===== config.mk =====
export PLATFORM = sky130hd
export DESIGN_NAME = mem_access_unit_flat
export DESIGN_NICKNAME = d
export VERILOG_FILES = /design/src/rtl/mau_pkg.sv /design/src/rtl/mem_access_unit_if.sv /design/src/rtl/mau_load_align.sv /design/src/rtl/mem_access_unit.sv /design/src/flat_wrapper.sv
export SDC_FILE = /design/constraint.sdc
export NUM_CORES = 1
export LEC_CHECK = 0
export ABC_AREA = 1
export ABC_CLOCK_PERIOD_IN_PS = 2300
export CAP_MARGIN = 5
export CORE_AREA = 10 10 158 160
export CTS_BUF_LIST = sky130_fd_sc_hd__clkbuf_8
export DETAILED_ROUTE_END_ITERATION = 8
export DIE_AREA = 0 0 168 170
export HOLD_SLACK_MARGIN = 0.06
export PLACE_DENSITY = 0.47
export SYNTH_ARGS = -nofsm -noshare
export SYNTH_HDL_FRONTEND = slang
export SYNTH_SLANG_ARGS = --single-unit

===== constraint.sdc =====
create_clock -name CLK -period 2.3 [get_ports CLK]
set_clock_uncertainty 0.05 [all_clocks]
set_input_delay 0.345 -clock CLK [delete_from_list [all_inputs] [get_ports CLK]]
set_output_delay 0.345 -clock CLK [all_outputs]
set_load 0.1 [all_outputs]

===== src/rtl/mau_pkg.sv =====
// Shared types and helpers for the load/store unit.
package mau_pkg;

  typedef enum logic [1:0] {
    SZ_BYTE  = 2'd0,
    SZ_HALF  = 2'd1,
    SZ_WORD  = 2'd2,
    SZ_DWORD = 2'd3
  } size_e;

  typedef enum logic [1:0] {
    C_OK      = 2'd0,
    C_ADEL    = 2'd1,
    C_ADES    = 2'd2,
    C_TIMEOUT = 2'd3
  } cause_e;

  typedef enum logic [1:0] {
    IDLE  = 2'd0,
    ISSUE = 2'd1,
    RESP  = 2'd2
  } state_e;

  // Number of bytes moved by an access of the given size.
  function automatic logic [3:0] bytes_of(input size_e s);
    return 4'd1 << s;
  endfunction

endpackage


===== src/rtl/mem_access_unit_if.sv =====
// Core request/response and data-memory bus of the load/store unit.
interface mem_access_unit_if #(
  parameter int unsigned DATA_WIDTH = 32,
  parameter int unsigned ADDR_WIDTH = 32
);
  logic                    req_valid;
  logic                    req_ready;
  logic                    req_we;
  logic [1:0]              req_size;
  logic                    req_unsigned;
  logic [ADDR_WIDTH-1:0]   req_addr;
  logic [DATA_WIDTH-1:0]   req_wdata;
  logic                    rsp_valid;
  logic [DATA_WIDTH-1:0]   rsp_rdata;
  logic [1:0]              rsp_cause;
  logic                    mem_req;
  logic                    mem_we;
  logic [ADDR_WIDTH-1:0]   mem_addr;
  logic [DATA_WIDTH/8-1:0] mem_be;
  logic [DATA_WIDTH-1:0]   mem_wdata;
  logic                    mem_ack;
  logic [DATA_WIDTH-1:0]   mem_rdata;

  // Unit side.
  modport slave (
    input  req_valid, req_we, req_size, req_unsigned, req_addr, req_wdata,
    input  mem_ack, mem_rdata,
    output req_ready, rsp_valid, rsp_rdata, rsp_cause,
    output mem_req, mem_we, mem_addr, mem_be, mem_wdata
  );

  // Core + memory side.
  modport master (
    output req_valid, req_we, req_size, req_unsigned, req_addr, req_wdata,
    output mem_ack, mem_rdata,
    input  req_ready, rsp_valid, rsp_rdata, rsp_cause,
    input  mem_req, mem_we, mem_addr, mem_be, mem_wdata
  );
endinterface


===== src/rtl/mau_load_align.sv =====
// Combinational load alignment: pick the addressed lane and extend it.
module mau_load_align
  import mau_pkg::*;
#(
  parameter int unsigned DATA_WIDTH = 32
) (
  input  logic [DATA_WIDTH-1:0]                 word,
  input  logic [$clog2(DATA_WIDTH/8)-1:0]       offset,
  input  size_e                                 size,
  input  logic                                  is_unsigned,
  output logic [DATA_WIDTH-1:0]                 data
);

  logic [DATA_WIDTH-1:0] shifted;
  logic                  sign;
  int unsigned           nbits;

  // Shift the addressed bytes down, then sign- or zero-fill above the access size.
  always_comb begin
    data    = '0;
    shifted = word >> {offset, 3'b000};
    nbits   = 32'(bytes_of(size)) * 8;
    sign    = 1'b0;
    for (int unsigned i = 0; i < DATA_WIDTH; i++) begin
      if (i == nbits - 1) sign = shifted[i];
    end
    for (int unsigned i = 0; i < DATA_WIDTH; i++) begin
      data[i] = (i < nbits) ? shifted[i] : (sign & ~is_unsigned);
    end
  end

endmodule


===== src/rtl/mem_access_unit.sv =====
// Load/store unit: request latch, alignment check, memory handshake with watchdog.
module mem_access_unit
  import mau_pkg::*;
#(
  parameter int unsigned DATA_WIDTH     = 32,
  parameter int unsigned ADDR_WIDTH     = 32,
  parameter int unsigned TIMEOUT_CYCLES = 15
) (
  input logic              CLK,
  input logic              RST,
  mem_access_unit_if.slave bus
);

  localparam int unsigned BEW  = DATA_WIDTH / 8;
  localparam int unsigned OFFW = $clog2(BEW);

  state_e                state_q, state_d;
  logic                  we_q, we_d;
  size_e                 size_q, size_d;
  logic                  uns_q, uns_d;
  logic [OFFW-1:0]       off_q, off_d;
  logic [7:0]            cnt_q, cnt_d;
  logic                  mem_req_q, mem_req_d;
  logic                  mem_we_q, mem_we_d;
  logic [ADDR_WIDTH-1:0] mem_addr_q, mem_addr_d;
  logic [BEW-1:0]        mem_be_q, mem_be_d;
  logic [DATA_WIDTH-1:0] mem_wdata_q, mem_wdata_d;
  logic                  rsp_valid_q, rsp_valid_d;
  logic [DATA_WIDTH-1:0] rsp_rdata_q, rsp_rdata_d;
  cause_e                rsp_cause_q, rsp_cause_d;

  logic [3:0]            req_bytes;
  logic [OFFW-1:0]       req_off;
  logic                  req_illegal;
  logic                  req_bad;
  logic [DATA_WIDTH-1:0] wdata_rep;
  logic [DATA_WIDTH-1:0] load_data;

  mau_load_align #(.DATA_WIDTH(DATA_WIDTH)) u_align (
    .word        (bus.mem_rdata),
    .offset      (off_q),
    .size        (size_q),
    .is_unsigned (uns_q),
    .data        (load_data)
  );

  // Decode the incoming request: size legality, misalignment, lane-replicated store data.
  always_comb begin
    req_bytes   = bytes_of(size_e'(bus.req_size));
    req_off     = bus.req_addr[OFFW-1:0];
    req_illegal = 32'(req_bytes) > BEW;
    req_bad     = req_illegal || ((32'(req_off) & (32'(req_bytes) - 1)) != 0);
    wdata_rep   = '0;
    // Offsets are size-aligned, so lane i always carries store byte (i mod size).
    for (int unsigned i = 0; i < BEW; i++) begin
      wdata_rep[8*i +: 8] = bus.req_wdata[8*(i & (32'(req_bytes) - 1)) +: 8];
    end
  end

  // FSM next state and all registered outputs.
  always_comb begin
    state_d     = state_q;
    we_d        = we_q;
    size_d      = size_q;
    uns_d       = uns_q;
    off_d       = off_q;
    cnt_d       = cnt_q;
    mem_req_d   = mem_req_q;
    mem_we_d    = mem_we_q;
    mem_addr_d  = mem_addr_q;
    mem_be_d    = mem_be_q;
    mem_wdata_d = mem_wdata_q;
    rsp_valid_d = 1'b0;
    rsp_rdata_d = rsp_rdata_q;
    rsp_cause_d = rsp_cause_q;
    unique case (state_q)
      IDLE: begin
        if (bus.req_valid) begin
          we_d   = bus.req_we;
          size_d = size_e'(bus.req_size);
          uns_d  = bus.req_unsigned;
          off_d  = req_off;
          if (req_bad) begin
            state_d     = RESP;
            rsp_valid_d = 1'b1;
            rsp_rdata_d = '0;
            rsp_cause_d = (bus.req_we || req_illegal) ? C_ADES : C_ADEL;
          end else begin
            state_d     = ISSUE;
            cnt_d       = '0;
            mem_req_d   = 1'b1;
            mem_we_d    = bus.req_we;
            mem_addr_d  = bus.req_addr & ~ADDR_WIDTH'(BEW - 1);
            mem_be_d    = BEW'(((16'd1 << req_bytes) - 16'd1) << req_off);
            mem_wdata_d = wdata_rep;
          end
        end
      end
      ISSUE: begin
        if (bus.mem_ack) begin
          state_d     = RESP;
          mem_req_d   = 1'b0;
          rsp_valid_d = 1'b1;
          rsp_rdata_d = we_q ? '0 : load_data;
          rsp_cause_d = C_OK;
        end else begin
          cnt_d = cnt_q + 8'd1;
          if (cnt_d == 8'(TIMEOUT_CYCLES)) begin
            state_d     = RESP;
            mem_req_d   = 1'b0;
            rsp_valid_d = 1'b1;
            rsp_rdata_d = '0;
            rsp_cause_d = C_TIMEOUT;
          end
        end
      end
      RESP:    state_d = IDLE;
      default: state_d = IDLE;
    endcase
  end

  // State and output registers with synchronous active-low reset.
  always_ff @(posedge CLK) begin
    if (!RST) begin
      state_q     <= IDLE;
      we_q        <= 1'b0;
      size_q      <= SZ_BYTE;
      uns_q       <= 1'b0;
      off_q       <= '0;
      cnt_q       <= '0;
      mem_req_q   <= 1'b0;
      mem_we_q    <= 1'b0;
      mem_addr_q  <= '0;
      mem_be_q    <= '0;
      mem_wdata_q <= '0;
      rsp_valid_q <= 1'b0;
      rsp_rdata_q <= '0;
      rsp_cause_q <= C_OK;
    end else begin
      state_q     <= state_d;
      we_q        <= we_d;
      size_q      <= size_d;
      uns_q       <= uns_d;
      off_q       <= off_d;
      cnt_q       <= cnt_d;
      mem_req_q   <= mem_req_d;
      mem_we_q    <= mem_we_d;
      mem_addr_q  <= mem_addr_d;
      mem_be_q    <= mem_be_d;
      mem_wdata_q <= mem_wdata_d;
      rsp_valid_q <= rsp_valid_d;
      rsp_rdata_q <= rsp_rdata_d;
      rsp_cause_q <= rsp_cause_d;
    end
  end

  assign bus.req_ready = (state_q == IDLE) && RST;
  assign bus.mem_req   = mem_req_q;
  assign bus.mem_we    = mem_we_q;
  assign bus.mem_addr  = mem_addr_q;
  assign bus.mem_be    = mem_be_q;
  assign bus.mem_wdata = mem_wdata_q;
  assign bus.rsp_valid = rsp_valid_q;
  assign bus.rsp_rdata = rsp_rdata_q;
  assign bus.rsp_cause = rsp_cause_q;

endmodule


===== src/flat_wrapper.sv =====
// flat-port wrapper written by rule: the top's interface ports become plain ports
module mem_access_unit_flat import mau_pkg::*;
#(
  parameter int unsigned DATA_WIDTH     = 32,
  parameter int unsigned ADDR_WIDTH     = 32,
  parameter int unsigned TIMEOUT_CYCLES = 15
)
  (CLK, RST, bus_req_valid, bus_req_we, bus_req_size, bus_req_unsigned, bus_req_addr, bus_req_wdata, bus_mem_ack, bus_mem_rdata, bus_req_ready, bus_rsp_valid, bus_rsp_rdata, bus_rsp_cause, bus_mem_req, bus_mem_we, bus_mem_addr, bus_mem_be, bus_mem_wdata);
  mem_access_unit_if #(.DATA_WIDTH(DATA_WIDTH), .ADDR_WIDTH(ADDR_WIDTH)) bus_i ();
  input logic CLK;
  input logic RST;
  input wire logic [$bits(bus_i.req_valid)-1:0] bus_req_valid;
  input wire logic [$bits(bus_i.req_we)-1:0] bus_req_we;
  input wire logic [$bits(bus_i.req_size)-1:0] bus_req_size;
  input wire logic [$bits(bus_i.req_unsigned)-1:0] bus_req_unsigned;
  input wire logic [$bits(bus_i.req_addr)-1:0] bus_req_addr;
  input wire logic [$bits(bus_i.req_wdata)-1:0] bus_req_wdata;
  input wire logic [$bits(bus_i.mem_ack)-1:0] bus_mem_ack;
  input wire logic [$bits(bus_i.mem_rdata)-1:0] bus_mem_rdata;
  output wire logic [$bits(bus_i.req_ready)-1:0] bus_req_ready;
  output wire logic [$bits(bus_i.rsp_valid)-1:0] bus_rsp_valid;
  output wire logic [$bits(bus_i.rsp_rdata)-1:0] bus_rsp_rdata;
  output wire logic [$bits(bus_i.rsp_cause)-1:0] bus_rsp_cause;
  output wire logic [$bits(bus_i.mem_req)-1:0] bus_mem_req;
  output wire logic [$bits(bus_i.mem_we)-1:0] bus_mem_we;
  output wire logic [$bits(bus_i.mem_addr)-1:0] bus_mem_addr;
  output wire logic [$bits(bus_i.mem_be)-1:0] bus_mem_be;
  output wire logic [$bits(bus_i.mem_wdata)-1:0] bus_mem_wdata;
  assign bus_i.req_valid = bus_req_valid;
  assign bus_i.req_we = bus_req_we;
  assign bus_i.req_size = bus_req_size;
  assign bus_i.req_unsigned = bus_req_unsigned;
  assign bus_i.req_addr = bus_req_addr;
  assign bus_i.req_wdata = bus_req_wdata;
  assign bus_i.mem_ack = bus_mem_ack;
  assign bus_i.mem_rdata = bus_mem_rdata;
  assign bus_req_ready = bus_i.req_ready;
  assign bus_rsp_valid = bus_i.rsp_valid;
  assign bus_rsp_rdata = bus_i.rsp_rdata;
  assign bus_rsp_cause = bus_i.rsp_cause;
  assign bus_mem_req = bus_i.mem_req;
  assign bus_mem_we = bus_i.mem_we;
  assign bus_mem_addr = bus_i.mem_addr;
  assign bus_mem_be = bus_i.mem_be;
  assign bus_mem_wdata = bus_i.mem_wdata;
  mem_access_unit #(.DATA_WIDTH(DATA_WIDTH), .ADDR_WIDTH(ADDR_WIDTH), .TIMEOUT_CYCLES(TIMEOUT_CYCLES)) u_core (.CLK(CLK), .RST(RST), .bus(bus_i));
endmodule

; Word level (Yosys, flattened, before mapping)
; Cells that the tools add are included.
; W data, S select, Z words.
[word_totals]
register_bits = 119
in_bits = 104
out_inout_bits = 106
[classes]
n_addsub = 4
order_cmp = 33
eq_ne = 38
shift = 8
n_mux = 95
bitwise_logic = 4
reduce_logical = 13
[op_table]
columns = cell, n
row1 = $eq A5 B32 Y1 const A, 16
row2 = $eq A4 B32 Y1 const A, 8
row3 = $mux W32, 5
row4 = $eq A3 B32 Y1 const A, 4
row5 = $lt A5 B7 Y1 const A, 16
row6 = $mux W1, 72
row7 = $eq A2 B32 Y1 const A, 2
row8 = $pmux W32 S2, 1
row9 = $shiftx A32 B6 Y8, 2
row10 = $lt A4 B7 Y1 const A, 8
row11 = $and A2 B32 Y32, 1
row12 = $eq A1 B32 Y1 const A, 1
row13 = $logic_not A32 Y1, 1
row14 = $reduce_bool A32 Y1, 1
row15 = $shiftx A32 B5 Y8, 1
row16 = $shr A32 B5 Y32, 1
row17 = $lt A3 B7 Y1 const A, 4
row18 = $mux W8, 3
row19 = $mux W2, 9
row20 = $pmux W8 S2, 1
row21 = $shl A1 B4 Y16 const A, 1
row22 = $shl A16 B2 Y4, 1
row23 = $sub A16 B1 Y16 const B, 1
row24 = $lt A1 B7 Y1 const A, 2
row25 = other kinds (22), 33

; Depth between registers and ports, before layout
; Gate-level depths: netlist of run 1.
[depth]
ltp_word = 40
mapped_depth = 13
ltp_nobuf = 12

; Hierarchy
; A second synthesis of run 1 with hierarchy kept.
[hier_totals]
cells_unflattened = 797
hier_area_um2 = 5645.4
[modules_own_cells]
columns = mod, instances, cells_per_inst, area_each_um2, seq_area_each_um2
row1 = mem_access_unit, 1, 631, 4868.4, 2382.3
row2 = mau_load_align, 1, 166, 777.0, 0.0

; Worst setup path after synthesis of run 1
; OpenSTA, ideal clock, no wires.
[synth_timing]
path_kind = input-to-output
startpoint = input port RST
endpoint = output port bus_req_ready
arrival_ns = 1.856
required_ns = 1.905
setup_slack_ns = 0.049
path_stages = 3
path_cell_list = inv_2 clkbuf_1 nor2_1
[synth_via]
elab_chain_cells = 1
[synth_rtl]
columns = element, line_no
row1 = from (decl), flat_wrapper.sv:11  ; input logic RST;
row2 = $logic_and A1 B1 Y1, mem_access_unit.sv:157  ; assign bus.req_ready = (state_q == IDLE) && RST;
row3 = to (decl), flat_wrapper.sv:20  ; output wire logic [$bits(bus_i.req_ready)-1:0] bus_req_ready;
; Every way passes these cells.

; Worst setup path after layout of run 1
[layout_timing]
startpoint = register u_core.cnt_q[1]
endpoint = register u_core.rsp_rdata_q[30] (netlist: u_core.bus.rsp_rdata[30])
[layout_via]
elab_chain_cells = 4
[layout_rtl]
columns = element, line_no
row1 = from (decl), mem_access_unit.sv:22  ; logic [7:0] cnt_q, cnt_d;
row2 = from (signal assigned), mem_access_unit.sv:145  ; cnt_q <= cnt_d;
row3 = $add A8 B1 Y8, mem_access_unit.sv:107  ; cnt_d = cnt_q + 8'd1;
row4 = $eq A8 B4 Y1, mem_access_unit.sv:108  ; if (cnt_d == 8'(TIMEOUT_CYCLES)) begin
row5 = $ne A3 B2 Y1 (no source line), n/a
row6 = $reduce_and A4 Y1 (no source line), n/a
row7 = to (signal assigned), mem_access_unit.sv:152  ; rsp_rdata_q <= rsp_rdata_d;
row8 = to (decl), mem_access_unit.sv:29  ; logic [DATA_WIDTH-1:0] rsp_rdata_q, rsp_rdata_d;
; Every way passes these cells.
; A chain may end at the register's enable or synchronous reset.

==> results of run 1 <==
==> final timing paths <==
path / to / cells after the start
worst max-delay path: u_core.bus.rsp_rdata[30] / 13
worst min-delay path: u_core.bus.mem_addr[5] / 3
worst min register to register: u_core.bus.rsp_rdata[12] / 2
worst max register to register: u_core.bus.rsp_rdata[30] / 13
==> kinds of logic after synthesis <==
family / share of synthesized area [%]
adder cells (fa/ha/maj): 0.4653
other: 0.06973
flip-flops: 44.30
AO/OA/AOI/OAI: 22.15
buffers and inverters: 8.562
AND/OR/NAND/NOR: 24.08
multiplexers: 0.3723
==> per-layer routing <==
metal  GRT usage [%]  routed length, microns
met5               0                       0
met4           4.353                     304
met3           5.897                    1596
met2           22.07                    9829
met1           16.69                    8927
==> through the flow <==
stage / power [W] / worst slack, ps / cell area, sq um / hold WS, ps
floorplan: 0.003426 / 49.11 / 5381 / 403.9
global placement: 0.003973 / 154.7 / 7525 / 398.3
detailed placement: 0.003970 / 131.1 / 7525 / 404.0
CTS: 0.005949 / 298.6 / 7925 / 375.1
global route: 0.006155 / 57.06 / 7925 / 383.5
finish: 0.005863 / 302.8 / 7925 / 407.8
==> state kept, by name, summed over array words and instances (netlist names) <==
signal / flops
u_core.uns_q: 1
u_core.bus.rsp_valid: 1
u_core.bus.mem_addr: 30
u_core.we_q: 1
u_core.bus.mem_req: 1
u_core.cnt_q: 8
u_core.state_q: 2
u_core.bus.rsp_cause: 2
u_core.bus.mem_we: 1
u_core.size_q: 2
u_core.bus.rsp_rdata: 32
u_core.bus.mem_be: 4
u_core.bus.mem_wdata: 32
u_core.off_q: 2
==> synthesized netlist by cell type, types with 6 or more instances <==
| cell | n |
|---|---|
| clkbuf_1 | 26 |
| inv_2 | 7 |
| inv_1 | 39 |
| nand2_1 | 216 |
| buf_6 | 6 |
| o21ai_1 | 7 |
| dfxtp_1 | 119 |
| buf_4 | 8 |
| o211ai_1 | 8 |
| nor2_1 | 38 |
| buf_2 | 7 |
| o21ai_0 | 73 |
| a31oi_1 | 16 |
| a21oi_1 | 98 |
| nand3_1 | 29 |
==> final cells by class <==
class	count	area, sq um
clock buffer	17	234.0
inverter	49	188.9
fill	2342	13760
multi-input combinational	533	2539
clock inverter	15	166.4
tap	280	350.3
timing repair buffer	229	2064
sequential	119	2382
==> power groups by stage <==
stage / Clock (W) / Sequential, W / Combinational, W
5_1_grt: 0.00212 / 0.00225 / 0.00178
4_1_cts: 0.00202 / 0.00224 / 0.00169
2_1_floorplan: 0 / 0.00292 / 0.000505
3_3_place_gp: 0 / 0.00228 / 0.00169
6_report: 0.00195 / 0.00224 / 0.00167
3_5_place_dp: 0 / 0.00228 / 0.00169
==> critical path, delay by kind of cell (launching register included) <==
kind | cells | cell delay, ps
AOI/OAI and AO/OA | 1 | 50
adders and majority gates | 1 | 240
DFF | 1 | 400
buffers and inverters | 3 | 280
and+or+nand+nor | 8 | 810
==> qor.csv, run 1 <==
metric,value,unit
ys_seq_area_share,44.30,%
fin_crit_sh,86.84,%
cts_root_buffer,clkbuf_8,
layout_common_cells,"nand2_1, buf_4, dfxtp_1",
power_leakage,3.272,nW
io_pins,210,
antenna_cells,0,
r2r_start,u_core.cnt_q[1],
dp.cells,1210,
vdd_ir_drop_max,0.3116,mV
synth_area,5378,sq um
seq_power_share,38.1,%
drc,0,
grt_pass1_wl,31.56,mm
comb_power_share,28.6,%
grt_pass1_vias,5418,
insertion_delay,430,ps
numCtsBuffers,17,
grt_max_degree,80,
tns,0,ps
worstSetupPathType,flop to flop,
wl_per_cell,16.63,microns
path_cells,ha_1 > inv_1 > nand2_1 > nand2_1 > nor2_1 > nand3_1 > nor2_2 > nand4_2 > nand2_4 > inv_4 > buf_12 > nand2_1 > a21oi_1,
critPathCaptureType,flop,
start_util,24.80,%
path_clk_slew,80,ps
synthTopCellsByArea,"dfxtp_1, nand2_1, a21oi_1",
cts_max_level,4,
min_from,bus_req_addr[5],
yosysWarnings,0,
vias,5477,
area_growth,47.37,%
die-area,28560,sq um
drt_pre_antenna_iters,4,
p_sw,0.002236,W
rsz0062_at_grt,false,
synth_edf_count,0,
cts_tree,built,
mostFrequentLayoutCell,nand2_1,
antenna_found_initial,0,
ys_types,42,
r2r_slack,300,ps
synth_top_cell_area_share,44.30,%
layout_min_cycle_time,1997,ps
post_synth_inst_count,750,
viasPerCell,4.410,
crit_required,2530,ps
drt_iter0_markers,322,
grt_use_total,13.91,%
synthArstFlopShare,0,%
fin_util,36.54,%
crit_top_cell,nand2_1,
gp_congestion,0.8072,
hold_buffers,0,
post-cts-setup-buffers,0,
layout.nets,1055,
critPathLaunch,u_core.cnt_q[1],
ctsResizeCount,0,
ant_nets,0,
hold_viol,0,
status,"complete, no violations",
hpwl,15.91,mm
cpPeakStageDelay,400,ps
setup_violations,0,
ys_seq_elements,119,
wirelength,20.66,mm
globalRouteOverflowTotal,0,
start_kind,flop,
slew_headroom,40.62,%
worstMarginPinSlew,890.7,ps
min_path_type,input pin to flop,
power.share.switching,38.14,%
fmax,0.5007,GHz
drive_gt1_share,19.54,%
maxCapViolCount,0,
critPathMaxFanout,15,
die_w,168,microns
yosys_most_used_dff,dfxtp_1,
maxSlewViolCount,0,
pwr-share-clk,33.3,%
slowest_stage,dfxtp_1,
portBuffers,207,
cts_sinks,119,
synth.largest_area_cell,dfxtp_1,
internal_power,0.003627,W
rows,54,
synth_area_per_cell,7.170,sq um
powerDensity,739.9,nW/um^2
die_h,170,microns
crit_arrival,2230,ps
core,21690,sq um
final_cells,1242,
clock_path_buffers,2,
Note: power is estimated with default switching activity, not from simulation.
==> run 2, diff against run 1 <==
--- a/config.mk
+++ b/config.mk
@@ -13,7 +13,9 @@
 export DETAILED_ROUTE_END_ITERATION = 8
 export DIE_AREA = 0 0 168 170
 export HOLD_SLACK_MARGIN = 0.06
-export PLACE_DENSITY = 0.47
+export PLACE_DENSITY = 0.62
+export SETUP_SLACK_MARGIN = 0.4
+export SLEW_MARGIN = 20
 export SYNTH_ARGS = -nofsm -noshare
 export SYNTH_HDL_FRONTEND = slang
 export SYNTH_SLANG_ARGS = --single-unit
==> qor.csv, run 2 (same netlist as run 1, synthesis figures left out) <==
metric,value,unit,change
drt_iter0_markers,352,,+9.3%
die_h,170,microns,unchanged
critPathCaptureType,output pin,,
tns,0,ps,unchanged
cts_max_level,4,,unchanged
grt_pass1_wl,30.50,mm,-3.3%
area_growth,48.81,%,
hpwl,14.82,mm,-6.8%
io_pins,210,,unchanged
portBuffers,207,,unchanged
regArea,2385,sq um,+0.11%
top_usage_layer,met2,,
wl_per_cell,15.67,microns,-5.8%
powerDensity,772.6,nW/um^2,+4.4%
path_clk_slew,80,ps,about the same
p_total,0.006183,W,+5.4%
antenna_found_initial,0,,unchanged
min_path_type,input pin to flop,,
vdd_ir_drop_max,0.3261,mV,+4.7%
setup_violations,0,,unchanged
crit_required,1900,ps,-630 ps
antenna_cells,0,,unchanged
pwr-share-clk,36.9,%,+3.6 points
layout_common_cells,"nand2_1, buf_4, dfxtp_1",,
power_leakage,3.276,nW,+0.12%
grt_use_total,13.26,%,-0.65 points
crit_arrival,1390,ps,-840 ps
insertion_delay,440,ps,about the same
layout.nets,1052,,-0.28%
grt_max_degree,80,,unchanged
rsz0062_at_grt,true,,
slew_headroom,65.99,%,+25 points
p_sw,0.002216,W,-0.91%
layout_min_cycle_time,1782,ps,-215.7 ps
status,"complete, no violations",,
drc,0,,unchanged
start_util,24.80,%,unchanged
start_kind,flop,,
internal_power,0.003967,W,+9.4%
hold_buffers,0,,unchanged
cts_root_buffer,clkbuf_8,,
globalRouteOverflowTotal,0,,unchanged
die-area,28560,sq um,unchanged
grt_pass1_vias,5549,,+2.4%
core,21690,sq um,unchanged
clock_path_buffers,2,,unchanged
fin_crit_sh,77.46,%,-9.4 points
comb_power_share,26.9,%,-1.7 points
grt_use_met3,4.285,%,-1.6 points
seq_power_share,36.2,%,-1.9 points
cts_tree,built,,
rows,54,,unchanged
cts_sinks,119,,unchanged
drive_gt1_share,20.13,%,+0.58 points
r2r_slack,550,ps,+250 ps
drt_pre_antenna_iters,4,,unchanged
wirelength,19.42,mm,-6.0%
gp_congestion,0.8243,,+2.1%
maxSlewViolCount,0,,unchanged
numCtsBuffers,17,,unchanged
ant_nets,0,,unchanged
mostFrequentLayoutCell,nand2_1,,
grtUsageMet2,22.02,%,-0.051 points
power.share.switching,35.84,%,-2.3 points
viasPerCell,4.484,,+1.7%
fmax,0.5613,GHz,+12%
multi_input_area,2570,sq um,+1.2%
vias,5556,,+1.4%
die_w,168,microns,unchanged
worstSetupPathType,flop to output pin,,
maxCapViolCount,0,,unchanged
critPathMaxFanout,4,,-11
fillerInstances,2307,,-1.5%
hold_viol,0,,unchanged
worstMarginPinSlew,508.3,ps,-382.4 ps
grt_use_met1,15.44,%,-1.3 points
[run 2: cell types whose count changed in the layout (fill, tap and decap cells not counted), moves of 2 or more]
cell	before	now
buf_4	119	117
bufinv_16	2	5
clkinvlp_4	0	3
dfxtp_1	119	117
dfxtp_2	0	2
inv_6	6	2
nor2_1	38	35
nor2_2	5	7
[run 2: path summary, 6_finish.rpt]
kind,end,depth (start not counted),startpoint
max reg2reg,u_core.bus.rsp_rdata[6],12,u_core.cnt_q[1]
min,u_core.bus.mem_addr[21],3,bus_req_addr[21]
min reg2reg,u_core.bus.rsp_rdata[11],2,u_core.bus.rsp_rdata[11]
max,bus_req_ready,4,u_core.state_q[1]
[run 2: area by class of cell]
class                           instances  area share (%)
Tap cell                              280           4.378
Inverter                               49           2.470
Multi-Input combinational cell        533           32.11
Clock inverter                         14           2.783
Clock buffer                           18           3.096
Sequential cell                       119           29.80
Timing Repair Buffer                  226           25.36
[run 2: critical path: stages (launching register included)]
cell	delay, ps
dfxtp_1	350
nor2_2	130
inv_1	140
nor2_4	140
buf_12	180
[run 2: power groups by stage]
stage                     sequential [W]  combinational (W)  clock (W)
after floorplan                  0.00292           0.000506          0
after global placement           0.00228            0.00164          0
after detailed placement         0.00228            0.00165          0
after CTS                        0.00224            0.00165    0.00237
after global routing             0.00225            0.00177    0.00243
final                            0.00224            0.00166    0.00228
[run 2: through the flow]
stage	hold slack (ps)	area (sq um)	util (%)	setup slack (ps)	std cells
after floorplan	403.9	5384	-	502.6	751
after global placement	400.4	7465	34.42	140.9	1205
after detailed placement	406.0	7465	34.42	71.33	1205
after CTS	361.2	7938	36.60	408.4	1237
after global routing	397.6	8003	36.90	376.4	1239
final	400.2	8003	36.90	518.5	1239
[run 2: repair_timing]
item,CTS,global route
pin swaps,0,1
buffers inserted,0,2
setup endpoints to repair,2,37
gates resized for setup,1,11
[run 2: layer usage]
metal  wire length, microns  up-vias
li1                       -     2877
met1                   8315     2499
met2                   9357      151
met3                   1261       29
met4                    480        0
met5                      0        -
==> run 3, diff against run 2 <==
--- a/config.mk
+++ b/config.mk
@@ -6,7 +6,7 @@
 export NUM_CORES = 1
 export LEC_CHECK = 0
 export ABC_AREA = 1
-export ABC_CLOCK_PERIOD_IN_PS = 2300
+export ABC_CLOCK_PERIOD_IN_PS = 1700
 export CAP_MARGIN = 5
 export CORE_AREA = 10 10 158 160
 export CTS_BUF_LIST = sky130_fd_sc_hd__clkbuf_8
==> constraint.sdc (replaced) <==
create_clock -name CLK -period 1.7 [get_ports CLK]
set_clock_uncertainty 0.05 [all_clocks]
set_input_delay 0.255 -clock CLK [delete_from_list [all_inputs] [get_ports CLK]]
set_output_delay 0.255 -clock CLK [all_outputs]
set_load 0.1 [all_outputs]
==> qor.csv, run 3 (same netlist as run 1, synthesis figures left out) <==
metric,value,unit,change
endpoint,u_core.bus.rsp_rdata[20],,
gp_congestion,0.8930,,+8.3%
fin_util,56.32,%,+19 points
comb_power_share,37.5,%,+11 points
powerDensity,776.2,nW/um^2,+0.47%
maxCapViolCount,0,,unchanged
critPathMaxFanout,6,,+2
r2r_slack,-150,ps,-700 ps
crit_arrival,2130,ps,+740 ps
cts_root_buffer,clkbuf_8,,
crit_required,1980,ps,+80 ps
portBuffers,207,,unchanged
regArea,2616,sq um,+9.7%
timing.final.ws_setup,-149.2,ps,-667.7 ps
seq_power_share,32.6,%,-3.6 points
insertion_delay,440,ps,about the same
status,"finished, violations left",,
die-area,28560,sq um,unchanged
layout_min_cycle_time,1849,ps,
internal_power,0.006004,W,+51%
cts_tree,built,,
drive_gt1_share,56.88,%,+37 points
r2r-end,u_core.bus.rsp_rdata[20],,
die_w,168,microns,unchanged
stdcell_area,12210,sq um,+53%
cp.depth,12,,+8
maxSlewViolCount,0,,unchanged
power_leakage,4.822,nW,+47%
drc,0,,unchanged
r2r_start,u_core.cnt_q[2],,
cpPeakStageDelay,430,ps,+80 ps
mostFrequentLayoutCell,nand2_1,,
path_clk_slew,70,ps,about the same
rr_worst_depth,12,,unchanged
hpwl,15.75,mm,+6.3%
io_pins,210,,unchanged
grt_max_degree,41,,-49%
critPathBufInv,3,,+1
worstSetupPathType,flop to flop,,
crit_top_cell,nand2_2,,
p_total,0.009481,W,+53%
hold_viol,0,,unchanged
drt_pre_antenna_iters,5,,+1
p_sw,0.003477,W,+57%
critPathLaunch,u_core.cnt_q[2],,
layout_common_cells,"nand2_1, buf_12, clkdlybuf4s50_1",,
grt_use_total,16.10,%,+2.8 points
rsz0062_at_grt,true,,
die_h,170,microns,unchanged
grt_pass1_wl,36.82,mm,+21%
drt_iter0_markers,291,,-17%
viasPerCell,4.741,,+5.7%
area_growth,127.1,%,
wirelength,25.45,mm,+31%
start_kind,flop,,
pre_cts_slack,-350.6,ps,-421.9 ps
power.share.switching,36.67,%,+0.83 points
antenna_found_initial,3,,+3
rows,54,,unchanged
hold_buffers,0,,unchanged
cts_max_level,4,,unchanged
vias,6548,,+18%
core,21690,sq um,unchanged
path_cells,inv_1 > nand2_2 > nand2_2 > nor2_1 > nand3_1 > nor2_2 > nand4_2 > nand2_4 > inv_8 > clkbuf_16 > nand2_1 > a21oi_2,,
placed_cell_area,9130,sq um,+22%
ant_nets,0,,unchanged
worstMarginPinSlew,637.2,ps,+128.9 ps
fmax,0.5408,GHz,
critical-path-top-delay-family,simple AND/OR/NAND/NOR gates,,
vdd_ir_drop_max,0.5311,mV,+63%
critPathCaptureType,flop,,
setup_violations,56,,+56
violations,negative setup slack,,
slowest_stage,dfxtp_1,,
layout.nets,1190,,+13%
fillerInstances,1802,,-22%
min_path_type,input pin to flop,,
wl_per_cell,18.43,microns,+18%
fin_crit_sh,108.8,%,
numCtsBuffers,17,,unchanged
pwr-share-clk,29.9,%,-7.0 points
slew_headroom,57.52,%,-8.5 points
hold_depth,3,,unchanged
clock_path_buffers,2,,unchanged
cts_sinks,119,,unchanged
start_util,24.80,%,unchanged
grt_pass1_vias,6661,,+20%
globalRouteOverflowTotal,0,,unchanged
multi_input_area,3555,sq um,+38%
## run 3: cell count changes in the layout (fill, tap and decap cells not counted), sizes merged
cell           before  now
nand3              31   32
bufinv              5    3
inv                49   51
diode               0    4
dlygate4sd2         0    2
dlymetal6s2s        0    1
buf               123  256
clkbuf             18   22
clkdlybuf4s50     103  100
## run 3: area by class of cell
| cell class | instances | share of cell area [%] |
|---|---|---|
| inverters | 49 | 1.772 |
| repair inverters | 1 | 0.1332 |
| clock buffers | 19 | 2.141 |
| well taps | 280 | 2.868 |
| repair buffers | 362 | 41.09 |
| clock inverters | 13 | 1.393 |
| multi-input cells | 534 | 29.10 |
| diodes | 4 | 0.08195 |
| flip-flops and latches | 119 | 21.42 |
## run 3: what timing repair did
item / CTS / global route
pin swaps: 57 / 51
endpoints found under the setup margin: 217 / 223
resized for setup: 288 / 173
buffers inserted: 60 / 27
cloned: 20 / 3
## run 3: worst reg2reg max path, cell delays in order (launching register included)
cell and delay (ps):
dfxtp_1 430, inv_1 120, nand2_2 80, nand2_2 60, nor2_1 110, nand3_1 110, nor2_2 160, nand4_2 130
nand2_4 130, inv_8 60, clkbuf_16 160, nand2_1 70, a21oi_2 50
## run 3: how the worst min path moves through the flow
stage,from,end
after floorplan,bus_req_size[0],u_core.size_q[0]
after global placement,u_core.cnt_q[7],u_core.cnt_q[7]
after detailed placement,u_core.cnt_q[7],u_core.cnt_q[7]
after CTS,bus_req_size[0],u_core.size_q[0]
after global routing,RST,u_core.bus.mem_req
final,bus_req_size[0],u_core.size_q[0]
## run 3: through the flow
| stage | std cells | TNS (ps) | hold WS (ps) |
|---|---|---|---|
| after global routing | 1378 | -9264 | 197.0 |
| after global placement | 1235 | -25170 | 415.5 |
| after detailed placement | 1235 | -29030 | 424.9 |
| after floorplan | 751 | 0 | 339.9 |
| final | 1381 | -4379 | 202.3 |
| after CTS | 1347 | -53.31 | 186.7 |
## run 3: power groups by stage
stage	Combinational (W)	Clock [W]	Sequential (W)
after floorplan	0.000711	0	0.00396
after global placement	0.00268	0	0.00316
after detailed placement	0.00269	0	0.00316
after CTS	0.00323	0.00289	0.00310
after global routing	0.00372	0.00302	0.00311
final	0.00356	0.00284	0.00309
## run 3: per-layer routing
| layer | vias up | wire length [microns] | share of wire (%) | track usage, % |
|---|---|---|---|---|
| li1 | 3185 | - | - | - |
| met3 | 50 | 1637 | 6.4 | 5.759 |
| met1 | 3087 | 9627 | 38 | 17.41 |
| met5 | - | 0 | 0 | 0 |
| met2 | 226 | 13240 | 52 | 28.10 |
| met4 | 0 | 943 | 3.7 | 6.472 |
